<file path="src/rtl/dot_product_accumulator.sv">
`default_nettype none
// +----------------------------------------------------------------------------+
// | dot_product_accumulator                                                    |
// | Sums a stream of multiplier products into one saturated result per vector. |
// | Revision: 1.0                                                              |
// +----------------------------------------------------------------------------+
module dot_product_accumulator #(
  parameter  int PROD_W  = 8,
  parameter  int ACC_W   = 16,
  parameter  int MAX_LEN = 16,
  localparam int LEN_W   = $clog2(MAX_LEN + 1)
) (
  input  logic              clk,
  input  logic              rst_n,
  input  logic              in_valid,
  output logic              in_ready,
  input  logic [PROD_W-1:0] in_product,
  input  logic              in_last,
  output logic              out_valid,
  input  logic              out_ready,
  output logic [ACC_W-1:0]  out_sum,
  output logic [LEN_W-1:0]  out_len,
  output logic              out_sat,
  output logic              out_forced
);

  localparam logic [ACC_W-1:0] ACC_MAX   = {ACC_W{1'b1}};
  localparam logic [LEN_W-1:0] LEN_LIMIT = LEN_W'(MAX_LEN);

  logic [ACC_W-1:0] acc;
  logic [LEN_W-1:0] cnt;
  logic             sat_flag;

  logic             accept;
  logic             transfer;
  logic [ACC_W:0]   sum_ext;
  logic             clamp;
  logic [ACC_W-1:0] nxt;
  logic [LEN_W-1:0] cnt_n;
  logic             closing;

  // Stall only while a result is held and nobody is taking it.
  assign in_ready = !(out_valid && !out_ready);
  assign accept   = in_valid && in_ready;
  assign transfer = out_valid && out_ready;

  // One guard bit catches overflow; a saturated acc re-clamps on every term.
  assign sum_ext = {1'b0, acc} + (ACC_W + 1)'(in_product);
  assign clamp   = sum_ext[ACC_W];
  assign nxt     = clamp ? ACC_MAX : sum_ext[ACC_W-1:0];
  assign cnt_n   = cnt + LEN_W'(1);
  assign closing = in_last || (cnt_n == LEN_LIMIT);

  always_ff @(posedge clk or negedge rst_n) begin
    if (!rst_n) begin
      acc      <= '0;
      cnt      <= '0;
      sat_flag <= 1'b0;
    end else if (accept) begin
      if (closing) begin
        acc      <= '0;
        cnt      <= '0;
        sat_flag <= 1'b0;
      end else begin
        acc      <= nxt;
        cnt      <= cnt_n;
        sat_flag <= sat_flag || clamp;
      end
    end
  end

  // A closing beat reloads the result even while the previous one leaves.
  always_ff @(posedge clk or negedge rst_n) begin
    if (!rst_n) begin
      out_valid  <= 1'b0;
      out_sum    <= '0;
      out_len    <= '0;
      out_sat    <= 1'b0;
      out_forced <= 1'b0;
    end else if (accept && closing) begin
      out_valid  <= 1'b1;
      out_sum    <= nxt;
      out_len    <= cnt_n;
      out_sat    <= sat_flag || clamp;
      out_forced <= !in_last;
    end else if (transfer) begin
      out_valid  <= 1'b0;
    end
  end

endmodule
`default_nettype wire

</file>
<file path="config.mk">
export PLATFORM = sky130hd
export DESIGN_NAME = dot_product_accumulator
export DESIGN_NICKNAME = d
export VERILOG_FILES = /design/src/rtl/dot_product_accumulator.sv
export SDC_FILE = /design/constraint.sdc
export NUM_CORES = 1
export LEC_CHECK = 0
export CAP_MARGIN = 15
export CORE_ASPECT_RATIO = 1.75
export CORE_MARGIN = 5
export CORE_UTILIZATION = 60
export CTS_BUF_LIST = sky130_fd_sc_hd__clkbuf_8
export CTS_CLUSTER_DIAMETER = 40
export DETAILED_ROUTE_END_ITERATION = 8
export DONT_BUFFER_PORTS = 1
export PLACE_DENSITY = 0.87
export SLEW_MARGIN = 30
export SYNTH_ARGS = -nofsm -noshare
export SYNTH_HDL_FRONTEND = slang
export SYNTH_SLANG_ARGS = --single-unit
</file>
<file path="constraint.sdc">
create_clock -name clk -period 2.4 [get_ports clk]
set_input_delay 0.36 -clock clk [delete_from_list [all_inputs] [get_ports clk]]
set_output_delay 0.36 -clock clk [all_outputs]
set_load 0.05 [all_outputs]
</file>
* Yosys cells after proc, flatten, opt, wreduce, memory -nomap -nowiden
Index checks and enable logic that the tools add are counted.
Word-level totals: register bits after elaboration 46
Operators by class: mux-type cells 6, eq/ne operators 1, add/subtract/negate cells 2, reductions and logical operators 10
Operators by type and width (count):
- 16-bit two-way mux | 2
- 16-bit by 8-bit adder with 17-bit output | 1
- 5-bit by 1-bit adder with 5-bit output (second input constant) | 1
- 5-bit == test (second input constant) | 1
- 5-bit two-way mux | 1
- 1-bit logical AND | 4
- 1-bit zero test | 3
- 1-bit two-way mux | 3
- 1-bit logical OR | 2
- 2-bit nonzero test | 1

* Depth between registers and ports, before layout
Gate-level depths: netlist of the first run.
word-level depth 6, depth in mapped cells 9, gate-level depth less buffers 8

* Worst setup path after synthesis of the first run
OpenSTA, ideal clock, no wires.
kind register to register, start point reg out_valid, end point reg acc[13], data arrival time 2.023 ns, path buffers 2, slack 0.255 ns, data required time 2.278 ns, stages on the path, launching flop included 7, setup time 0.122 ns, path through dfrtp_1 -> nand2b_1 -> and2_1 -> clkbuf_1 -> clkbuf_1 -> o21ai_0 -> o2bb2ai_1
Between the ends: longest elaborated chain between the ends 3
Ends and longest elaborated chain:
- start, declared | line 19 | output logic out_valid,
- start signal, assigned | line 75 | out_valid <= 1'b0;
- start signal, assigned | line 81 | out_valid <= 1'b1;
- start signal, assigned | line 87 | out_valid <= 1'b0;
- 1-bit logical AND | line 43 | assign in_ready = !(out_valid && !out_ready);
- 1-bit zero test | line 43
- named net in_ready | line 16 | output logic in_ready,
- 1-bit logical AND | line 44 | assign accept = in_valid && in_ready;
- end signal, assigned | line 65 | acc <= nxt;
- end, declared | line 30 | logic [ACC_W-1:0] acc;
The timed path passes the listed nets, and every way through them passes these cells. A chain may end at the register's enable or synchronous reset.

* Final worst setup path of the first run
start point reg acc[0], end point reg acc[11]
Between the ends: longest elaborated chain between the ends 3
Ends and longest elaborated chain:
- 16-bit by 8-bit adder with 17-bit output | line 48 | assign sum_ext = {1'b0, acc} + (ACC_W + 1)'(in_product);
- 16-bit two-way mux | line 50 | assign nxt = clamp ? ACC_MAX : sum_ext[ACC_W-1:0];
- 16-bit two-way mux | line 60 | if (closing) begin
No other way between the ends.

==> impl_metrics.toml, run 1 <==
[status]
run_status = "finished clean"

[logic_synthesis]
synthesis.nets = 293
synth_sequential_area_ratio_pct = 45.8
yosysUniqueCellTypes = 50
ys_warn_count = 0
syn_avg_cell_area_um2 = 9.34
synth_enable_flop_cells = 0
synth_flop_cell = "sky130_fd_sc_hd__dfrtp_1"
mappedNetlistArea_mm2 = 0.00251
yosys_register_bits = 46
postSynthCellCount = 269
synth-async-reset-ratio_pct = 100

[global_routing]
gr-usage-all-layers_pct = 21.5
grt_max_degree = 47
antenna_found_initial = 0
grt_pass1_wl_mm = 9.31
grt_remaining_overflow = 0
number_of_global_route_vias_before_repair = 2082

[clocking]
clkLatencyLatePin_ps = 300
htree_num_levels = 2
numCtsBuffers = 5
clock_path_buffers = 2
ctsRootBufferMaster = "sky130_fd_sc_hd__clkbuf_8"
clkSinkCount = 46
cts.reportedPaths.clkPinSlew_ps = 90
clock_tree_from_tritoncts = "yes"

[timing]
fin_worst_skew_ps = 8.31
worst-slew-pin-transition_ps = 538
finalWorstSetupSlack_ps = 154
period_minus_slack_ps = 2250
timing_hold_violations_final = 0
drv_slew = 0
totalNegativeSetupSlack_ps = 0
maxSlewHeadroom_pct = 63.8
finalSetupViolCount = 0
rsz0062_at_grt = "no"
finalCritPeriodShare_pct = 93.6
achievable-frequency_ghz = 0.445

[power_and_ir_drop]
p_leak_nw = 1.17
power.internal_mw = 1.52
post-layout-total-power_mw = 2.70
power.share.sequential_pct = 52.9
clockPowerShare_pct = 21.4
vdd_drop_max_mv = 0.643
combPwrFrac_pct = 25.7
switching_share_pct = 43.5
power_per_cell_area_mw_per_mm2 = 997
net-switching-power_mw = 1.17

[die]
die_width_um = 58.9
start_util_pct = 61.1
die_h_um = 95.6
die_area_mm2 = 0.00563
row_count = 31
floorplan.io_pins = 38
floorplan.core_area_mm2 = 0.00411

[placed_design]
placement.io_buffers = 0
place_ws_ps = 100
place.detailed.instances = 312
gp_congestion = 0.842
dp.final_hpwl_mm = 4.06

[cells_and_area]
finalNetCount = 296
antenna_cells_inserted = 0
drive_gt1_share_pct = 12.1
fill_cells = 337
final_cells = 322
synthToLayoutAreaGrowth_pct = 7.82

[worst_setup_path]
critical_path.max_fanout = 13
startpoint_type = "flop"
timing.critical_path.max_delay_family = "simple AND/OR/NAND/NOR gates"
cells_traversed_along_the_worst_timing_path = "ha_1 -> fa_1 -> a21o_1 -> nand4_1 -> a41oi_1 -> and2_2 -> nor3_1 -> nor3_1"
critical_path_required_ps = 2580
critical_path.most_common_cell = "sky130_fd_sc_hd__nor3_1"
worst-setup-path-type = "flop to flop"
crit_path_max_incr_delay_ps = 420
critical_path.endpoint_type = "flop"
slowest_stage = "sky130_fd_sc_hd__fa_1"
path_buf_inv = 0
crit_arrival_ps = 2430

[hold_path]
classification_of_the_worst_slack_hold_path = "input port to flop"

[drt]
routed_wl_mm = 5.72
vias_per_cell = 6.29
vias = 2026
antenna_violating_nets_post_route = 0
dr.first_iter.drc_count = 59
detailedRoute.firstPassIterationCount = 4
drcViolationCount = 0
routedWlPerCell_um = 17.8

[run]
max-cap-violations = 0
-- repair_timing --
item                                    CTS  global route
resized for setup                         0             2
buffers inserted                          0             0
hold buffers                              2             0
endpoints found under the setup margin    0             6
endpoints found under the hold margin    46             0
-- worst paths after layout --
| path | depth (start not counted) | start | end | slack (ps) |
|---|---|---|---|---|
| worst max-delay path | 8 | acc[0] | acc[11] | 150 |
| min in group asynchronous | 2 | rst_n | out_sum[6] | 560 |
| worst max register to register | 8 | acc[0] | acc[11] | 150 |
| max in group asynchronous | 2 | rst_n | acc[11] | 1620 |
| worst min register to register | 2 | acc[0] | acc[0] | 500 |
| worst min-delay path | 1 | in_last | out_forced | 130 |
-- sequential cells by signal (all words and copies together), names as in the netlist --
register	flops
out_sum	16
out_len	5
sat_flag	1
acc	16
out_forced	1
out_sat	1
out_valid	1
cnt	5
-- cells in the final DEF (no fill, tap or decap), drive strengths merged, types with 3 or more instances in the layout --
| cell type | synthesis | layout |
|---|---|---|
| nand2 | 42 | 42 |
| nor3 | 7 | 7 |
| xor2 | 4 | 4 |
| nor2 | 24 | 24 |
| ha | 10 | 10 |
| dfrtp | 46 | 46 |
| o21ai | 35 | 35 |
| a21oi | 15 | 15 |
| and3 | 3 | 3 |
| inv | 3 | 4 |
| clkbuf | 4 | 5 |
| o22a | 4 | 4 |
| xnor2 | 9 | 9 |
| nand2b | 3 | 3 |
| a21o | 5 | 5 |
| o211ai | 4 | 4 |
| a31oi | 6 | 6 |
| o21a | 3 | 3 |
| buf | 10 | 9 |
| nand3 | 6 | 6 |
| and2 | 3 | 3 |
-- routing by layer --
layer | global-route usage, % | vias to the layer above | part of all wire [%]
met5 | 0 | - | 0
met4 | 10.2 | 0 | 2.3
met3 | 4.61 | 14 | 5.3
met2 | 39.8 | 54 | 56
met1 | 22.2 | 993 | 36
li1 | - | 965 | -
-- cells by family after synthesis --
kind of cell / share of synthesized area (%)
compound gates: 22.2
xor+xnor: 4.53
fa+ha+maj: 5.78
buf+inv: 3.74
flops: 45.8
simple gates: 17.9
-- through the flow --
step	hold WS [ps]	util (%)	area, um2
global route	124	65.9	2710
CTS	130	65.7	2700
finish	134	65.9	2710
global placement	65.7	62.0	2550
floorplan	64.4	-	2510
detailed placement	65.5	62.0	2550
-- power groups by stage --
| stage | Combinational [mW] | Clock, mW | Sequential, mW |
|---|---|---|---|
| finish | 0.694 | 0.578 | 1.43 |
| global route | 0.784 | 0.611 | 1.45 |
| CTS | 0.680 | 0.588 | 1.43 |
| detailed placement | 0.648 | 0 | 1.45 |
| global placement | 0.623 | 0 | 1.43 |
| floorplan | 0.535 | 0 | 1.40 |
-- area by class of cell --
cell class | instances | area (um2) | share of cell area [%]
Clock buffer | 5 | 68.8 | 2.54
Clock inverter | 3 | 43.8 | 1.62
Inverter | 3 | 11.3 | 0.416
Multi-Input combinational cell | 206 | 1270 | 47.0
Sequential cell | 46 | 1150 | 42.5
Tap cell | 49 | 61.3 | 2.26
Timing Repair Buffer | 10 | 97.6 | 3.60
-- synth_stat cells (2+ instances only) --
library cell | number | area, um2
sky130_fd_sc_hd__dfrtp_1 | 46 | 1150
sky130_fd_sc_hd__nand2_1 | 40 | 150
sky130_fd_sc_hd__o21ai_0 | 26 | 130
sky130_fd_sc_hd__nor2_1 | 23 | 86.3
sky130_fd_sc_hd__a21oi_1 | 13 | 65.1
sky130_fd_sc_hd__ha_1 | 10 | 125
sky130_fd_sc_hd__xnor2_1 | 9 | 78.8
sky130_fd_sc_hd__o21ai_1 | 8 | 40.0
sky130_fd_sc_hd__buf_2 | 6 | 30.0
sky130_fd_sc_hd__nand3_1 | 6 | 30.0
sky130_fd_sc_hd__nor3_1 | 6 | 30.0
sky130_fd_sc_hd__a21o_1 | 5 | 37.5
sky130_fd_sc_hd__a31oi_1 | 5 | 31.3
sky130_fd_sc_hd__clkbuf_1 | 4 | 15.0
sky130_fd_sc_hd__o211ai_1 | 4 | 30.0
sky130_fd_sc_hd__o22a_2 | 4 | 40.0
sky130_fd_sc_hd__xor2_1 | 4 | 35.0
sky130_fd_sc_hd__and2_1 | 3 | 18.8
sky130_fd_sc_hd__inv_1 | 3 | 11.3
sky130_fd_sc_hd__nand2b_1 | 3 | 18.8
sky130_fd_sc_hd__o21a_1 | 3 | 22.5
sky130_fd_sc_hd__a32o_1 | 2 | 20.0
sky130_fd_sc_hd__and3_1 | 2 | 12.5
sky130_fd_sc_hd__buf_4 | 2 | 15.0
sky130_fd_sc_hd__buf_6 | 2 | 22.5
sky130_fd_sc_hd__nand2_2 | 2 | 12.5
sky130_fd_sc_hd__nand3b_1 | 2 | 15.0
sky130_fd_sc_hd__nand4_1 | 2 | 12.5
sky130_fd_sc_hd__nand4b_1 | 2 | 17.5
sky130_fd_sc_hd__o2bb2ai_1 | 2 | 17.5
(Power assumes the default switching activity.)
==> run 2: changes to the inputs <==
--- a/config.mk
+++ b/config.mk
@@ -14,7 +14,6 @@
 export DETAILED_ROUTE_END_ITERATION = 8
 export DONT_BUFFER_PORTS = 1
 export PLACE_DENSITY = 0.87
-export SLEW_MARGIN = 30
 export SYNTH_ARGS = -nofsm -noshare
 export SYNTH_HDL_FRONTEND = slang
 export SYNTH_SLANG_ARGS = --single-unit
==> results of run 2 <==
Same layout as run 1: the final DEF is identical, and so are final timing and power.
